[src/rtl/link_pkg.sv]
// Shared constants and types for the board-to-board shot/answer link.
package link_pkg;

    localparam logic [7:0] H_SHOT = 8'hA1;
    localparam logic [7:0] H_MISS = 8'hA2;
    localparam logic [7:0] H_HIT  = 8'hA3;

    localparam int BOARD_N_DEFAULT = 10;

    typedef enum logic [1:0] {
        CELL_EMPTY = 2'b00,
        CELL_SHIP  = 2'b01,
        CELL_HIT   = 2'b10,
        CELL_MISS  = 2'b11
    } CELL_T;

    typedef enum logic [3:0] {
        IDLE,
        TX_SH,
        TX_SP,
        WAIT_AH,
        WAIT_AP,
        RX_SP,
        RD,
        RD_WAIT,
        WR,
        TX_AH,
        TX_AP
    } LINK_STATE_T;

    // Position is {row, col}; both must lie in 0..n-1.
    function automatic logic pos_in_range(input logic [7:0] pos, input int n);
        return (32'(pos[7:4]) < n) && (32'(pos[3:0]) < n);
    endfunction

endpackage

[src/rtl/link_timer.sv]
// Answer-timeout counter: clears on clr, counts while en and holds at the
// terminal count so tc stays asserted until cleared.
module link_timer #(
    parameter int TIMEOUT_CYCLES = 6_500_000
) (
    input  logic clk,
    input  logic rst,
    input  logic clr,
    input  logic en,
    output logic tc
);

    localparam int TW = (TIMEOUT_CYCLES > 1) ? $clog2(TIMEOUT_CYCLES) : 1;
    localparam logic [TW-1:0] LAST = TW'(TIMEOUT_CYCLES - 1);

    logic [TW-1:0] count_q;
    logic [TW-1:0] count_d;

    assign tc = (count_q == LAST);

    always_comb begin
        count_d = count_q;
        if (clr) begin
            count_d = '0;
        end else if (en && !tc) begin
            count_d = count_q + TW'(1);
        end
    end

    always_ff @(posedge clk or negedge rst) begin
        if (!rst) begin
            count_q <= '0;
        end else begin
            count_q <= count_d;
        end
    end

endmodule

[src/rtl/turn_link_ctl.sv]
// Shot/answer sequencer between the game FSM, the own-board RAM and the UART
// byte link: sends own shots with timeout/retry and answers incoming shots.
module turn_link_ctl
    import link_pkg::*;
#(
    parameter int TIMEOUT_CYCLES = 6_500_000,
    parameter int MAX_RETRY      = 3,
    parameter int BOARD_N        = BOARD_N_DEFAULT
) (
    input  logic       clk,
    input  logic       rst,
    input  logic       shot_req,
    input  logic [7:0] shot_pos,
    output logic       shot_done,
    output logic       shot_hit,
    output logic       shot_reject,
    output logic       in_done,
    output logic       in_hit,
    output logic [7:0] in_pos,
    output logic [7:0] tx_data,
    output logic       tx_valid,
    input  logic       tx_ready,
    input  logic [7:0] rx_data,
    input  logic       rx_valid,
    output logic [7:0] brd_addr,
    output logic       brd_rd_en,
    input  logic [1:0] brd_rd_data,
    output logic       brd_wr_en,
    output logic [1:0] brd_wr_data,
    output logic       busy,
    output logic       link_error
);

    localparam int RW = (MAX_RETRY > 0) ? $clog2(MAX_RETRY + 1) : 1;

    LINK_STATE_T   state_q, state_d;
    logic [7:0]    shot_pos_q, shot_pos_d;
    logic [7:0]    pend_pos_q, pend_pos_d;
    logic          pending_q, pending_d;
    logic [RW-1:0] retry_q, retry_d;
    logic          hit_q, hit_d;
    logic [7:0]    in_pos_q, in_pos_d;
    logic          in_hit_q, in_hit_d;
    logic          need_wr_q, need_wr_d;
    logic          link_error_q, link_error_d;
    logic          shot_done_q, shot_done_d;
    logic          shot_reject_q, shot_reject_d;
    logic          in_done_q, in_done_d;

    logic waiting, tmr_tc, tx_fire, rx_shot, req_ok;
    logic take_req, serve_pend, timeout;

    assign waiting = (state_q == WAIT_AH) || (state_q == WAIT_AP);
    assign tx_fire = tx_valid & tx_ready;
    assign rx_shot = rx_valid && (rx_data == H_SHOT);
    assign req_ok  = shot_req && pos_in_range(shot_pos, BOARD_N);

    link_timer #(
        .TIMEOUT_CYCLES(TIMEOUT_CYCLES)
    ) u_timer (
        .clk(clk),
        .rst(rst),
        .clr(!waiting),
        .en (waiting),
        .tc (tmr_tc)
    );

    always_comb begin
        tx_valid    = 1'b0;
        tx_data     = 8'h00;
        brd_addr    = 8'h00;
        brd_rd_en   = 1'b0;
        brd_wr_en   = 1'b0;
        brd_wr_data = 2'b00;
        case (state_q)
            TX_SH: begin tx_valid = 1'b1; tx_data = H_SHOT;     end
            TX_SP: begin tx_valid = 1'b1; tx_data = shot_pos_q; end
            TX_AH: begin tx_valid = 1'b1; tx_data = in_hit_q ? H_HIT : H_MISS; end
            TX_AP: begin tx_valid = 1'b1; tx_data = in_pos_q;   end
            RD: begin
                brd_addr  = in_pos_q;
                brd_rd_en = 1'b1;
            end
            WR: begin
                brd_addr    = in_pos_q;
                brd_wr_en   = need_wr_q;
                brd_wr_data = need_wr_q ? (in_hit_q ? CELL_HIT : CELL_MISS) : CELL_EMPTY;
            end
            default: ;
        endcase
    end

    always_comb begin
        state_d       = state_q;
        shot_pos_d    = shot_pos_q;
        pend_pos_d    = pend_pos_q;
        pending_d     = pending_q;
        retry_d       = retry_q;
        hit_d         = hit_q;
        in_pos_d      = in_pos_q;
        in_hit_d      = in_hit_q;
        need_wr_d     = need_wr_q;
        link_error_d  = link_error_q;
        shot_done_d   = 1'b0;
        shot_reject_d = 1'b0;
        in_done_d     = 1'b0;
        take_req      = 1'b0;
        serve_pend    = 1'b0;
        timeout       = 1'b0;

        case (state_q)
            IDLE: begin
                // An incoming shot always has priority; a held request waits.
                if (rx_shot) begin
                    state_d = RX_SP;
                end else if (pending_q) begin
                    serve_pend = 1'b1;
                    pending_d  = 1'b0;
                    shot_pos_d = pend_pos_q;
                    retry_d    = '0;
                    state_d    = TX_SH;
                end else if (req_ok) begin
                    take_req   = 1'b1;
                    shot_pos_d = shot_pos;
                    retry_d    = '0;
                    state_d    = TX_SH;
                end
            end
            TX_SH: if (tx_fire) state_d = TX_SP;
            TX_SP: if (tx_fire) state_d = WAIT_AH;
            WAIT_AH: begin
                if (rx_valid && (rx_data == H_MISS || rx_data == H_HIT)) begin
                    hit_d   = (rx_data == H_HIT);
                    state_d = WAIT_AP;
                end else if (tmr_tc) begin
                    timeout = 1'b1;
                end
            end
            WAIT_AP: begin
                if (rx_valid && rx_data == shot_pos_q) begin
                    shot_done_d = 1'b1;
                    state_d     = IDLE;
                end else if (tmr_tc) begin
                    timeout = 1'b1;
                end else if (rx_valid) begin
                    state_d = WAIT_AH;
                end
            end
            RX_SP: begin
                if (rx_valid) begin
                    if (pos_in_range(rx_data, BOARD_N)) begin
                        in_pos_d = rx_data;
                        state_d  = RD;
                    end else begin
                        state_d = IDLE;
                    end
                end
            end
            RD: state_d = RD_WAIT;
            RD_WAIT: begin
                case (CELL_T'(brd_rd_data))
                    CELL_SHIP:  begin in_hit_d = 1'b1; need_wr_d = 1'b1; end
                    CELL_EMPTY: begin in_hit_d = 1'b0; need_wr_d = 1'b1; end
                    CELL_HIT:   begin in_hit_d = 1'b1; need_wr_d = 1'b0; end
                    CELL_MISS:  begin in_hit_d = 1'b0; need_wr_d = 1'b0; end
                endcase
                state_d = WR;
            end
            WR: state_d = TX_AH;
            TX_AH: if (tx_fire) state_d = TX_AP;
            TX_AP: begin
                if (tx_fire) begin
                    in_done_d = 1'b1;
                    state_d   = IDLE;
                end
            end
            default: state_d = IDLE;
        endcase

        if (timeout) begin
            if (retry_q < RW'(MAX_RETRY)) begin
                retry_d = retry_q + RW'(1);
                state_d = TX_SH;
            end else begin
                link_error_d = 1'b1;
                state_d      = IDLE;
            end
        end

        // Requests not started directly go to the single pending slot.
        if (shot_req && !take_req) begin
            if (req_ok && (!pending_q || serve_pend)) begin
                pending_d  = 1'b1;
                pend_pos_d = shot_pos;
            end else begin
                shot_reject_d = 1'b1;
            end
        end
    end

    always_ff @(posedge clk or negedge rst) begin
        if (!rst) begin
            state_q       <= IDLE;
            shot_pos_q    <= '0;
            pend_pos_q    <= '0;
            pending_q     <= 1'b0;
            retry_q       <= '0;
            hit_q         <= 1'b0;
            in_pos_q      <= '0;
            in_hit_q      <= 1'b0;
            need_wr_q     <= 1'b0;
            link_error_q  <= 1'b0;
            shot_done_q   <= 1'b0;
            shot_reject_q <= 1'b0;
            in_done_q     <= 1'b0;
        end else begin
            state_q       <= state_d;
            shot_pos_q    <= shot_pos_d;
            pend_pos_q    <= pend_pos_d;
            pending_q     <= pending_d;
            retry_q       <= retry_d;
            hit_q         <= hit_d;
            in_pos_q      <= in_pos_d;
            in_hit_q      <= in_hit_d;
            need_wr_q     <= need_wr_d;
            link_error_q  <= link_error_d;
            shot_done_q   <= shot_done_d;
            shot_reject_q <= shot_reject_d;
            in_done_q     <= in_done_d;
        end
    end

    assign shot_done   = shot_done_q;
    assign shot_hit    = shot_done_q & hit_q;
    assign shot_reject = shot_reject_q;
    assign in_done     = in_done_q;
    assign in_hit      = in_done_q & in_hit_q;
    assign in_pos      = in_done_q ? in_pos_q : 8'h00;
    assign busy        = (state_q != IDLE);
    assign link_error  = link_error_q;

endmodule

[config.mk]
export PLATFORM = sky130hd
export DESIGN_NAME = turn_link_ctl
export DESIGN_NICKNAME = d
export VERILOG_FILES = /design/src/rtl/link_pkg.sv /design/src/rtl/link_timer.sv /design/src/rtl/turn_link_ctl.sv
export SDC_FILE = /design/constraint.sdc
export NUM_CORES = 1
export LEC_CHECK = 0
export CORE_AREA = 4 4 132 134
export DETAILED_ROUTE_END_ITERATION = 16
export DIE_AREA = 0 0 136 138
export PLACE_DENSITY_LB_ADDON = 0.15
export SETUP_SLACK_MARGIN = 0.15
export SLEW_MARGIN = 20
export SYNTH_ARGS = -nofsm -noshare
export SYNTH_HDL_FRONTEND = slang
export SYNTH_HIERARCHICAL = 1
export SYNTH_SLANG_ARGS = --single-unit
[constraint.sdc]
create_clock -name clk -period 3.3 [get_ports clk]
set_clock_uncertainty 0.05 [all_clocks]
set_input_delay 0.33 -clock clk [delete_from_list [all_inputs] [get_ports clk]]
set_output_delay 0.33 -clock clk [all_outputs]
set_load 0.005 [all_outputs]
==> summary.md, run 1 <==
| Metric | Value |
|---|---|
| Status | finished clean |
| Met1 Use GR | 15.8% |
| Simple-Gate Fraction of Synth Area | 24.3% |
| Max Root-Sink Buffers | 2 |
| Worst Hold Class | reg -> reg |
| I/O Buffers | 58 |
| Synth Register Bits | 61 |
| N_diodes | 0 |
| WP data arrival | 2490 ps |
| Tightest Pin Transition | 778 ps |
| Post-CTS setup buffers | 0 |
| Overall Global Routing Usage | 11.3% |
| Max cap viols | 0 |
| Final HPWL from detailed placement | 7540 microns |
| Crit-path max cell delay | 570 ps |
| Vias | 2992 |
| Fmax | 0.349 GHz |
| Async SR Flop Fraction | 100% |
| Initial antenna violation count | 0 |
| Post-synthesis xor/xnor area fraction | 4.75% |
| Chip Height | 138 microns |
| WL/cell | 15.5 microns |
| Synth Area in Adders | 1.97% |
| Critical-path cell list | nor2b_1 > a21oi_1 > nor2_1 > and2_1 > clkdlybuf4s50_1 |
| Share of cells above drive strength 1 | 11.1% |
| Setup TNS | 0 ps |
| Area Growth Syn to Fin | 29.9% |
| Layout Cells excl Fill | 653 |
| First-pass DRT Iterations | 4 |
| Mux share of post-synthesis cell area | 10.2% |
| DRC viols | 0 |
| Post-Syn Instances | 373 |
| Clock Pin Slew Worst Setup and Hold Paths | 50 ps |
| TritonCTS clock tree | yes |
| Critical path's slowest cell | dfrtp_1 |
| RSZ-0062 raised after global routing | no |
| Worst hold margin | 419 ps |
| Synthesized net count | 401 |
| Die area | 18800 sq um |
| Number of synthesized flops with an enable pin | 0 |
| Worst-Skew Late Latency | 330 ps |
| PD cells | 730 nW/um^2 |
| Grt ovf | 0 |
| Number of buffers created by CTS | 9 |
| Final instance area | 4790 sq um |
| Worst Path Max Fanout | 13 |
| Ports | 59 |
| Placed insts | 636 |
| Mapped Area | 3690 sq um |
| WS Path Type | reg -> out |
| Sequential area share after synthesis | 41.4% |
| Netlist cell types | 64 |
| H-tree levels | 3 |
| Global route hottest layer | met2 |
| Clock Sinks | 61 |
| Vias in the first global route | 2968 |
| Period utilization | 86.8% |
| GP Congestion | 0.798 |
| CP Capture Type | primary output |
| CTS root buf | clkbuf_16 |
| Worst IR Drop VDD | 0.000315 V |
| Leakage power | 1.85 nW |
| Yosys warnings | 6 |
| Setup violators final | 0 |
| Detail Route Antenna Nets | 0 |
| Avg Cell Area, Syn | 9.88 sq um |
| Count of final hold-check violations | 0 |
| Die width | 136 microns |
| Post-DR vias/cell | 4.58 |
| Worst path top cell family by delay | simple AND/OR/NAND/NOR gates |
| Starting density of the core | 22.6% |
| Final Max Tran Viols | 0 |
| Largest net degree at the start of global routing | 44 |
| First DRT Iteration DRCs | 111 |
| # fillers | 1724 |
| Final WL | 10100 microns |
| First-pass GRT wire length | 16700 microns |
| Compound-cell area share of the yosys netlist | 13.4% |
| Main combinational cell family by area after synthesis | simple AND/OR/NAND/NOR gates |
| # rows | 47 |
| Final Critical Period | 2870 ps |
| Crit path launch type | flip-flop |
| Met2 usage | 16.9% |
| NumNets Final | 456 |
| WP buf/inv | 1 |
| Slew headroom | 48.1% |
| Main flop type after synthesis | dfrtp_1 |
| Met3 Use GR | 2.22% |
| Core area | 16300 sq um |
| WP data required | 2920 ps |
| DP Area | 4440 sq um |
-- registers in the layout, indices dropped and copies added (netlist names), 2 cells and up --
register,cells
u_timer/count_q,23
in_pos_q,8
pend_pos_q,8
shot_pos_q,8
state_q,4
retry_q,2
-- per-layer routing --
layer / up-vias / wire length (microns)
met4: 0 / 195
met1: 1428 / 4800
li1: 1469 / -
met3: 17 / 407
met2: 78 / 4730
met5: - / 0
-- cell usage in the layout, fill, tap and decap left out, types with 2 or more instances in the layout --
cell type        synthesis  routed
a21oi_2                  2       2
nor3_1                  11      11
a21boi_0                 2       2
nand3_1                 10      10
mux2_2                  12      12
o21ai_0                 15      15
nand2b_1                 3       3
o211ai_1                 2       2
nor2_1                  38      38
a41oi_1                  2       2
dfrtp_1                 61      60
xor2_1                   7       7
nand4_1                  7       7
bufinv_16                0       3
mux2_1                   9       9
nor4bb_1                 2       2
buf_4                    2       3
nand2_1                 20      20
a211oi_1                 2       2
inv_1                    6       6
or3_1                   10      10
mux2i_1                 14      14
or4_1                    6       6
a21oi_1                 28      28
ha_1                     5       5
xnor2_1                 13      13
and3_1                   4       4
and2_1                  20      20
and4_1                   2       2
clkbuf_16                0       9
clkdlybuf4s50_1          0      57
o31ai_1                  6       6
nor2b_1                  6       6
-- worst paths after layout --
kind,end,slack (ps),depth (start not counted),startpoint
hold reg to reg,link_error,420,1,link_error
hold / removal,link_error,420,1,link_error
setup reg to reg,u_timer/count_q[19],580,7,state_q[2]
setup / recovery,brd_addr[4],430,5,state_q[2]
min in group asynchronous,u_timer/count_q[19],440,2,rst
max in group asynchronous,state_q[3],1790,3,rst
-- cells by family (layout without fill, tap and decap cells) --
logic type	count (synthesis)	count (layout)
muxes	35	35
adders and majority gates	6	6
and+or+nand+nor	153	153
DFF	61	61
buffers and inverters	24	84
AOI/OAI and AO/OA	74	74
xor gates and xnor gates	20	20
-- Yosys cell counts (all sizes together) (3+ instances only) --
cell type,n,share of area [%]
nor3,11,1.5
xor2,7,1.7
o21ai,16,2.2
nand4,9,2.1
buf,9,2.4
nor2b,6,1.0
nor2,38,3.9
clkbuf,9,0.92
mux2i,14,3.8
dfrtp,61,41
ha,5,1.7
nand2b,3,0.51
and3,6,1.2
xnor2,13,3.1
a21oi,30,4.3
or4,7,1.5
and4,3,0.75
or3,10,1.7
and2,20,3.4
o31ai,6,1.2
mux2,21,6.4
nand2,20,2.0
nand3,11,1.6
inv,6,0.61
-- where the power goes --
part / internal, mW / total, mW / switching [mW]
Combinational: 0.607 / 1.20 / 0.596
Sequential: 0.943 / 1.21 / 0.269
Clock: 0.737 / 1.08 / 0.343
Total: 2.29 / 3.49 / 1.21
-- through the flow --
stage / util, % / total power [mW] / setup slack (ps)
global placement: 27.2 / 2.45 / 504
floorplan: - / 2.02 / 858
CTS: 29.4 / 3.56 / 178
finish: 29.4 / 3.49 / 434
detailed placement: 27.2 / 2.45 / 511
global route: 29.4 / 3.76 / 223
-- layout make-up --
type	instances	area [sq um]	share of cell area [%]
flip-flops and latches	61	1530	31.9
repair buffers	62	608	12.7
clock inverters	6	111	2.33
inverters	6	22.5	0.470
clock buffers	10	229	4.78
multi-input cells	288	2010	42.1
well taps	220	275	5.75
-- what timing repair did --
item / in CTS / in global routing
gates resized for setup: 0 / 1
setup endpoints to repair: 0 / 8
hold buffers: 1 / 0
hold endpoints to repair: 18 / 0
No activity file was read; power rests on OpenSTA's default activity.
==> inputs of run 2 (changes only) <==
--- a/config.mk
+++ b/config.mk
@@ -5,9 +5,10 @@
 export SDC_FILE = /design/constraint.sdc
 export NUM_CORES = 1
 export LEC_CHECK = 0
-export CORE_AREA = 4 4 132 134
+export CORE_AREA = 4 4 119 149
 export DETAILED_ROUTE_END_ITERATION = 16
-export DIE_AREA = 0 0 136 138
+export DIE_AREA = 0 0 123 153
+export HOLD_SLACK_MARGIN = 0.05
 export PLACE_DENSITY_LB_ADDON = 0.15
 export SETUP_SLACK_MARGIN = 0.15
 export SLEW_MARGIN = 20
==> run 2 against run 1 <==
  * Clock-buffer cell count decreased by 1
  * First-iteration DRC count rose by 62%
  * Global-route usage increased by 0.73 points
  * Sequential cell count is the same
  * Worst setup slack better by 24 ps
  * Sequential share of layout area barely moved
  * Largest cell class unchanged
  * Wire length increased by 6.8%
  * Non-clock buffer count grew 1
==> summary.md, run 2 (same netlist as run 1, synthesis figures left out) <==
| Metric | Value |
|---|---|
| GP Congestion | 0.801 (+0.43%) |
| NumNets Final | 457 (+0.22%) |
| Critical-path cell list | nor2b_1 > a21oi_1 > nor2_2 > and2_1 > clkdlybuf4s50_1 |
| Post-DR vias/cell | 4.71 (+2.8%) |
| Chip Height | 153 microns (+11%) |
| CTS root buf | clkbuf_16 |
| Commonest non-fill, non-tap cell in the layout | dfrtp_1 |
| Count of final hold-check violations | 0 (unchanged) |
| Overall Global Routing Usage | 12.1% (+0.73 points) |
| Reg2Reg Setup Slack | 540 ps (-40 ps) |
| Clock Pin Slew Worst Setup and Hold Paths | 60 ps (about the same) |
| I/O Buffers | 58 (unchanged) |
| Period utilization | 86.1% (-0.72 points) |
| Tightest Pin Transition | 760 ps (-17.7 ps) |
| Setup TNS | 0 ps (unchanged) |
| Final Max Tran Viols | 0 (unchanged) |
| Post-CTS setup buffers | 0 (unchanged) |
| DRC viols | 0 (unchanged) |
| CP Capture Type | primary output |
| Met1 Use GR | 14.4% (-1.4 points) |
| Slew headroom | 49.3% (+1.2 points) |
| Met3 Use GR | 2.44% (+0.22 points) |
| Max FFs per register | 23 (unchanged) |
| Final worst setup slack | 458 ps (+23.6 ps) |
| Final Critical Period | 2840 ps (-23.6 ps) |
| Commonest non-fill, non-tap cells in the layout | dfrtp_1, clkdlybuf4s50_1, nor2_1 |
| Met2 usage | 20.9% (+4.0 points) |
| N_diodes | 0 (unchanged) |
| First DRT Iteration DRCs | 180 (+62%) |
| Worst-Skew Late Latency | 340 ps (about the same) |
| Vias in the first global route | 3186 (+7.3%) |
| Share of cells above drive strength 1 | 11.5% (+0.44 points) |
| Worst path top cell family by delay | simple AND/OR/NAND/NOR gates |
| Ports | 59 (unchanged) |
| Final HPWL from detailed placement | 8000 microns (+6.1%) |
| Status | finished clean |
| Crit-path max cell delay | 560 ps (about the same) |
| Core area | 16200 sq um (-0.55%) |
| Die area | 18800 sq um (+0.27%) |
| Starting density of the core | 22.8% (+0.12 points) |
| Max cap viols | 0 (unchanged) |
| Leakage power | 1.85 nW (-0.15%) |
| Fmax | 0.352 GHz (+0.83%) |
| Clock Sinks | 61 (unchanged) |
| Largest net degree at the start of global routing | 42 (-4.5%) |
| PnR Total Power | 3.50 mW (about the same) |
| WP buf/inv | 1 (unchanged) |
| WP data required | 2920 ps (about the same) |
| Final WL | 10800 microns (+6.8%) |
| Area Growth Syn to Fin | 29.6% |
| WP data arrival | 2460 ps (-30 ps) |
| First-pass GRT wire length | 17500 microns (+4.6%) |
| Die width | 123 microns (-9.6%) |
| H-tree levels | 3 (unchanged) |
| Crit path launch type | flip-flop |
| Critical path's slowest cell | dfrtp_1 |
| Worst Hold Class | reg -> reg |
| First-pass DRT Iterations | 4 (unchanged) |
| Worst Setup Slack post-DPL | 584 ps (+72.8 ps) |
| Grt ovf | 0 (unchanged) |
| Max Root-Sink Buffers | 2 (unchanged) |
| TritonCTS clock tree | yes |
| Global route hottest layer | met2 |
| WL/cell | 16.6 microns (+7.2%) |
| Initial antenna violation count | 0 (unchanged) |
| Top reg by flops | u_timer/count_q |
| Vias | 3063 (+2.4%) |
| Worst Path Max Fanout | 12 (-1) |
| Setup violators final | 0 (unchanged) |
| RSZ-0062 raised after global routing | no |
| WS Path Type | reg -> out |
| Worst IR Drop VDD | 0.000245 V (-22%) |
| Number of buffers created by CTS | 9 (unchanged) |
| # fillers | 1703 (-1.2%) |
| Fin util | 29.5% (+0.092 points) |
| Detail Route Antenna Nets | 0 (unchanged) |
| # rows | 52 (+11%) |
| PD cells | 732 nW/um^2 (+0.29%) |
==> run 2: changes by cell type in the layout (fill, tap and decap cells not counted), sizes merged <==
cell	change
clkbuf	-1
inv	+2
clkinvlp	+1
clkinv	-1
bufinv	-1
buf	+1
==> run 2: stage by stage <==
step           hold WS [ps]  instance area, sq um  std cells
3_5_place_dp            414                  4440        633
4_1_cts                 152                  4760        649
5_1_grt                 443                  4780        650
3_3_place_gp            398                  4440        633
2_1_floorplan         -15.6                  3690        373
6_report                415                  4780        650
==> run 2: worst reg2reg max path: stages (launching register included) <==
cell and delay, ps:
dfrtp_1 560, nor2b_1 410, nand2_1 190, nand2_1 330
nand4_4 200, o21bai_4 270, or4_1 510, a21oi_1 150
==> run 2: what timing repair did <==
action | in CTS | in global routing
setup endpoints to repair | 0 | 8
resized for setup | 0 | 1
hold buffers | 0 | 1
hold endpoints to repair | 0 | 39
==> run 2: area by class of cell <==
class	instances	area [sq um]	area share [%]
timing repair buffer	63	618	12.9
tap	216	270	5.66
inverter	6	22.5	0.472
clock inverter	7	97.6	2.04
sequential	61	1530	32.0
clock buffer	9	225	4.72
multi-input combinational	288	2020	42.2
==> run 2: worst paths after layout <==
check                                start                  end  depth (start not counted)
max in group asynchronous              rst        shot_pos_q[7]                          3
worst min-delay path            link_error           link_error                          1
min in group asynchronous              rst  u_timer/count_q[14]                          2
worst max-delay path            state_q[2]          brd_addr[2]                          5
worst min register to register  link_error           link_error                          1
worst max register to register  state_q[2]  u_timer/count_q[17]                          7
==> run 2: metal layers <==
layer,vias up,part of all wire [%]
li1,1470,-
met1,1498,42
met2,82,52
met3,13,4.1
met4,0,1.8
met5,-,0
==> run 2: power breakdown <==
group | leakage [nW] | internal [mW] | switching [mW]
clock | 0.152 | 0.665 | 0.381
combinational | 0.904 | 0.611 | 0.606
sequential | 0.791 | 0.942 | 0.292
total | 1.85 | 2.22 | 1.28
